===== config.mk =====
export PLATFORM = sky130hd
export DESIGN_NAME = half_adder
export DESIGN_NICKNAME = d
export VERILOG_FILES = /design/src/rtl/half_adder_pkg.sv /design/src/rtl/half_adder_cell.sv /design/src/rtl/half_adder.sv
export SDC_FILE = /design/constraint.sdc
export NUM_CORES = 1
export LEC_CHECK = 0
export CORE_AREA = 8 8 45 47
export DETAILED_ROUTE_END_ITERATION = 12
export DIE_AREA = 0 0 53 55
export RECOVER_POWER = 50
export REMOVE_ABC_BUFFERS = 1
export SLEW_MARGIN = 15
export SYNTH_ARGS = -nofsm -noshare
export SYNTH_HDL_FRONTEND = slang
export SYNTH_SLANG_ARGS = --single-unit
export TNS_END_PERCENT = 1

===== constraint.sdc =====
create_clock -name clk -period 1.81 [get_ports clk]
set_input_delay 0.181 -clock clk [delete_from_list [all_inputs] [get_ports clk]]
set_output_delay 0.181 -clock clk [all_outputs]
set_load 0.05 [all_outputs]

===== src/rtl/half_adder_pkg.sv =====
// rtl/half_adder_pkg.sv - shared constants and result checker for the bitwise half adder
package half_adder_pkg;

   localparam int HA_DEFAULT_WIDTH = 4;

   // Widest operand the checker accepts; narrower operands are zero-extended.
   localparam int HA_CHECK_WIDTH = 64;

   typedef logic [HA_CHECK_WIDTH-1:0] ha_word_t;

   // Returns 1 when (sum, carry) is a consistent half-add of (a, b):
   // no bit is both sum and carry, every bit pair adds up, and the
   // whole-word identity {carry,0} + sum == a + b holds.
   function automatic logic ha_check(input ha_word_t a,
                                     input ha_word_t b,
                                     input ha_word_t sum,
                                     input ha_word_t carry);
      logic                  ok;
      logic [HA_CHECK_WIDTH:0] lhs;
      logic [HA_CHECK_WIDTH:0] rhs;
      ok = ((sum & carry) == '0);
      for (int i = 0; i < HA_CHECK_WIDTH; i++) begin
         if ({carry[i], sum[i]} != ({1'b0, a[i]} + {1'b0, b[i]}))
            ok = 1'b0;
      end
      lhs = {carry, 1'b0} + {1'b0, sum};
      rhs = {1'b0, a} + {1'b0, b};
      if (lhs != rhs)
         ok = 1'b0;
      return ok;
   endfunction

endpackage


===== src/rtl/half_adder_cell.sv =====
// rtl/half_adder_cell.sv - single-bit combinational half adder cell
module half_adder_cell
   import half_adder_pkg::*;
(
   input  logic a,
   input  logic b,
   output logic sum,
   output logic carry
);

   assign sum   = a ^ b;
   assign carry = a & b;

endmodule


===== src/rtl/half_adder.sv =====
// rtl/half_adder.sv - N-bit bitwise half adder with one-cycle registered output
module half_adder
   import half_adder_pkg::*;
#(
   parameter int N = HA_DEFAULT_WIDTH
)
(
   input  logic         clk,
   input  logic         rst,
   input  logic         in_valid,
   input  logic [N-1:0] a,
   input  logic [N-1:0] b,
   output logic [N-1:0] sum,
   output logic [N-1:0] carry,
   output logic         any_carry,
   output logic         out_valid
);

   logic [N-1:0] sum_c;
   logic [N-1:0] carry_c;

   // Bits are independent: one cell per position, no carry chain.
   for (genvar i = 0; i < N; i++) begin : g_cell
      half_adder_cell u_cell (
         .a     (a[i]),
         .b     (b[i]),
         .sum   (sum_c[i]),
         .carry (carry_c[i])
      );
   end

   // Result register: load only on accepted inputs so idle-cycle X on a/b never lands.
   always_ff @(posedge clk) begin
      if (rst) begin
         sum       <= '0;
         carry     <= '0;
         any_carry <= 1'b0;
      end else if (in_valid) begin
         sum       <= sum_c;
         carry     <= carry_c;
         any_carry <= |carry_c;
      end
   end

   // Valid pipeline: high exactly for the cycle after each accepted input.
   always_ff @(posedge clk) begin
      if (rst)
         out_valid <= 1'b0;
      else
         out_valid <= in_valid;
   end

`ifndef SYNTHESIS
   logic rst_q;

   // Remember last cycle's reset so the post-reset check has something to key on.
   always_ff @(posedge clk) begin
      rst_q <= rst;
   end

   // Sanity checks on the registered result.
   always_ff @(posedge clk) begin
      if (out_valid)
         assert ((sum & carry) == '0)
            else $error("half_adder: sum and carry overlap (sum=%h carry=%h)", sum, carry);
      if (rst_q === 1'b1)
         assert (out_valid == 1'b0)
            else $error("half_adder: out_valid set on the cycle after reset");
   end
`endif

endmodule


==> report_table.html, run 1 <==
<table>
<tr><th>Metric</th><th>Value</th></tr>
<tr><th colspan="2">Floorplanning</th></tr>
<tr><td>Die ar.</td><td>2920 um2</td></tr>
<tr><td>Floorplan row count</td><td>14</td></tr>
<tr><td>Die boundary width</td><td>approximately 53 um</td></tr>
<tr><td>Num ports</td><td>21</td></tr>
<tr><td>Core Area</td><td>approximately 1400 um2</td></tr>
<tr><td>Starting density of the core</td><td>about 29%</td></tr>
<tr><td>Die height</td><td>55 um</td></tr>
<tr><th colspan="2">Placement</th></tr>
<tr><td>Dpl cells</td><td>70</td></tr>
<tr><td>Routability cong.</td><td>around 0.64</td></tr>
<tr><td>Count of input and output buffers</td><td>20</td></tr>
<tr><td>Setup slack after placement</td><td>between 300 and 400 ps</td></tr>
<tr><td>Post-detail-place hpwl</td><td>801 um</td></tr>
<tr><th colspan="2">Clock tree</th></tr>
<tr><td>Cell at the root of the clock tree</td><td>sky130_fd_sc_hd__clkbuf_4</td></tr>
<tr><td>Count of clock tree sinks</td><td>10</td></tr>
<tr><td>Count of cells resized by post-cts repair</td><td>0</td></tr>
<tr><td>Clock latency on the worst-skew pair</td><td>approximately 270 ps</td></tr>
<tr><td>Hold buffer count at CTS</td><td>0</td></tr>
<tr><td>Clock tree from TritonCTS</td><td>yes</td></tr>
<tr><td>Maximum root-to-sink buffer count</td><td>2</td></tr>
<tr><td>Clock-pin slew reported for the worst setup and hold paths after clock tree synthesis</td><td>roughly 70 ps</td></tr>
<tr><td>Number of buffers created by CTS</td><td>3</td></tr>
<tr><td>Post-CTS Setup Inserts</td><td>0</td></tr>
<tr><td>H-Tree Depth</td><td>1</td></tr>
<tr><th colspan="2">Global route</th></tr>
<tr><td>Grt ovf</td><td>0</td></tr>
<tr><td>Wire length of the first global-routing pass</td><td>1.44 mm</td></tr>
<tr><td>Antenna violations before repair</td><td>0</td></tr>
<tr><td>Global Route Usage Sum</td><td>under 10%</td></tr>
<tr><td>Number of global-route vias before repair</td><td>336</td></tr>
<tr><td>Pin count of the biggest net entering global routing</td><td>12</td></tr>
<tr><th colspan="2">Synth</th></tr>
<tr><td>Post-synthesis sequential area ratio</td><td>around half</td></tr>
<tr><td>YS warnings</td><td>0</td></tr>
<tr><td>Avg Inst Size Synth</td><td>11.1 um2</td></tr>
<tr><td>Cell Area, Synth</td><td>399 um2</td></tr>
<tr><td>Unique masters post-synth</td><td>9</td></tr>
<tr><td>Flip-flop and latch count after synthesis</td><td>10</td></tr>
<tr><td>Number of instances in the synthesized netlist</td><td>36</td></tr>
<tr><th colspan="2">Min path</th></tr>
<tr><td>Worst min-delay path category</td><td>reg2reg</td></tr>
<tr><th colspan="2">STA</th></tr>
<tr><td>Total count of hold-check failures in the final report</td><td>0</td></tr>
<tr><td>Period utilization</td><td>just under 90%</td></tr>
<tr><td>RSZ-0062 raised after global routing</td><td>no</td></tr>
<tr><td>Final worst-path setup slack</td><td>a little over 200 ps</td></tr>
<tr><td>Worst hold slack</td><td>490 ps</td></tr>
<tr><td>Setup TNS</td><td>0 ps</td></tr>
<tr><td>Final setup fails</td><td>0</td></tr>
<tr><td>Slew at the pin closest to its max-slew limit</td><td>about 540 ps</td></tr>
<tr><td>Time the final worst path needs with I/O delays and setup</td><td>about 1600 ps</td></tr>
<tr><td>Worst clock skew on the final layout</td><td>0 ps</td></tr>
<tr><td>Max transition margin</td><td>63.6%</td></tr>
<tr><td>Upper clock frequency limit</td><td>622 MHz</td></tr>
<tr><td>Number of max-slew violations in the final report</td><td>0</td></tr>
<tr><th colspan="2">Power and ir drop</th></tr>
<tr><td>Static leakage</td><td>about 0.28 nW</td></tr>
<tr><td>Power density over the cells</td><td>between 800 and 900 nW/um2</td></tr>
<tr><td>Worst IR drop on VDD</td><td>about 0.26 mV</td></tr>
<tr><th colspan="2">Routing</th></tr>
<tr><td>Router iterations before antenna repair</td><td>4</td></tr>
<tr><td>Iter 0 DRT Violations</td><td>4</td></tr>
<tr><td>Per-cell routed wire length</td><td>13.5 um</td></tr>
<tr><td>Routed vias/inst</td><td>about 4.6</td></tr>
<tr><td>Vias</td><td>~340</td></tr>
<tr><td>Routed Wire Length</td><td>997 um</td></tr>
<tr><td>Count of antenna-violating nets left after detailed routing</td><td>0</td></tr>
<tr><td># DRC</td><td>0</td></tr>
<tr><th colspan="2">Setup path</th></tr>
<tr><td>Worst path buffer plus inverter count</td><td>1</td></tr>
<tr><td>Stage delay of the slowest cell on the critical path</td><td>around 810 ps</td></tr>
<tr><td>Critical path launch point type</td><td>register</td></tr>
<tr><td>Classification of the worst setup path</td><td>reg2out</td></tr>
<tr><td>Cell chain of the critical path</td><td>clkdlybuf4s50_1</td></tr>
<tr><td>Crit. End Element</td><td>output port</td></tr>
<tr><td>Slowest cell on crit path</td><td>sky130_fd_sc_hd__clkdlybuf4s50_1</td></tr>
<tr><td>Largest fanout on the critical path</td><td>2</td></tr>
<tr><td>CP Data Arrival Time</td><td>1430 ps</td></tr>
<tr><td>Cell family contributing the most delay on the critical path</td><td>buffers and inverters</td></tr>
<tr><td>Required time at the endpoint of the critical path</td><td>~1600 ps</td></tr>
<tr><th colspan="2">Run status</th></tr>
<tr><td>Result of the run</td><td>finished clean</td></tr>
<tr><th colspan="2">Layout</th></tr>
<tr><td>Layout fillers</td><td>130</td></tr>
<tr><td>Number of diodes</td><td>0</td></tr>
<tr><td>Count of placed standard cells in the final layout, fillers left out</td><td>74</td></tr>
<tr><td>Area growth from synthesis to final layout</td><td>60.5%</td></tr>
<tr><td>Layout cells sized above 1</td><td>6.90%</td></tr>
<tr><td>Final nets</td><td>74</td></tr>
<tr><th colspan="2">Job</th></tr>
<tr><td>Number of maximum-capacitance violations</td><td>0</td></tr>
</table>
[placed cells by master, fill, tap and decap left out]
| master | Yosys | final |
|---|---|---|
| sky130_fd_sc_hd__mux2i_1 | 8 | 8 |
| sky130_fd_sc_hd__dfxtp_1 | 10 | 10 |
| sky130_fd_sc_hd__clkbuf_8 | 0 | 1 |
| sky130_fd_sc_hd__dlygate4sd3_1 | 0 | 1 |
| sky130_fd_sc_hd__ha_1 | 4 | 4 |
| sky130_fd_sc_hd__clkdlybuf4s50_1 | 0 | 19 |
| sky130_fd_sc_hd__clkbuf_4 | 0 | 3 |
| sky130_fd_sc_hd__nor4_1 | 1 | 1 |
| sky130_fd_sc_hd__nor2b_1 | 1 | 1 |
| sky130_fd_sc_hd__nor2_1 | 9 | 9 |
| sky130_fd_sc_hd__a211oi_1 | 1 | 1 |
[cells in the mapped netlist]
library cell | n | share of area [%]
sky130_fd_sc_hd__a211oi_1 | 1 | 1.9
sky130_fd_sc_hd__dfxtp_1 | 10 | 50
sky130_fd_sc_hd__clkbuf_1 | 1 | 0.94
sky130_fd_sc_hd__ha_1 | 4 | 13
sky130_fd_sc_hd__nor4_1 | 1 | 1.6
sky130_fd_sc_hd__buf_6 | 1 | 2.8
sky130_fd_sc_hd__nor2b_1 | 1 | 1.6
sky130_fd_sc_hd__nor2_1 | 9 | 8.5
sky130_fd_sc_hd__mux2i_1 | 8 | 20
[area by class of cell]
class / instances / area (um2) / area share (%)
Multi-Input combinational cell: 24 / 184 / 28.7
Sequential cell: 10 / 200 / 31.3
Tap cell: 16 / 20.0 / 3.13
Timing Repair Buffer: 20 / 200 / 31.3
Clock buffer: 4 / 36.3 / 5.66
[cell families after synthesis]
| kind of cell | synth area share (%) |
|---|---|
| flops | 50.2 |
| simple gates | 11.6 |
| buf+inv | 3.76 |
| fa+ha+maj | 12.5 |
| compound gates | 1.88 |
| mux | 20.1 |
[where the power goes]
group          internal, mW  switching [mW]  leakage (nW)
Clock                 0.122          0.0790        0.0210
Combinational        0.0574          0.0758         0.173
Sequential            0.233         0.00673        0.0824
Total                 0.413           0.162         0.277
[worst register-to-register path: cells and delay by family (launching register included)]
| kind | cells | cell delay [ps] |
|---|---|---|
| compound gates | 1 | 220 |
| flops | 1 | 330 |
| simple gates | 1 | 40 |
[stage by stage]
step / area, um2 / util, % / power, mW
global route: 641 / 46.3 / 0.603
global placement: 604 / 43.7 / 0.379
finish: 641 / 46.3 / 0.575
floorplan: 384 / - / 0.317
CTS: 641 / 46.3 / 0.586
detailed placement: 604 / 43.7 / 0.381
[metal layers]
metal | up-vias | wire (um) | global-route usage (%)
met4 | 0 | 30 | 7.76
met2 | 15 | 487 | 11.7
met1 | 155 | 384 | 6.14
met5 | - | 0 | 0
li1 | 168 | - | -
met3 | 4 | 94 | 2.41
[state kept, by name, summed over array words and instances, names as in the netlist]
name	cells
sum	4
out_valid	1
any_carry	1
carry	4
[final timing paths]
path	startpoint	depth (start not counted)	to	slack, ps
setup / recovery	carry[1]	1	carry[1]	200
hold / removal	any_carry	2	any_carry	490
setup reg to reg	any_carry	2	any_carry	1140
hold reg to reg	any_carry	2	any_carry	490
Note: power is estimated with default switching activity, not from simulation.
==> inputs of run 2 (changes only) <==
CTS_CLUSTER_DIAMETER = 30   (was unset)
SKIP_LAST_GASP = 1   (was unset)
==> results of run 2 <==
The final DEF is identical to that of run 1; final timing and power are the same.
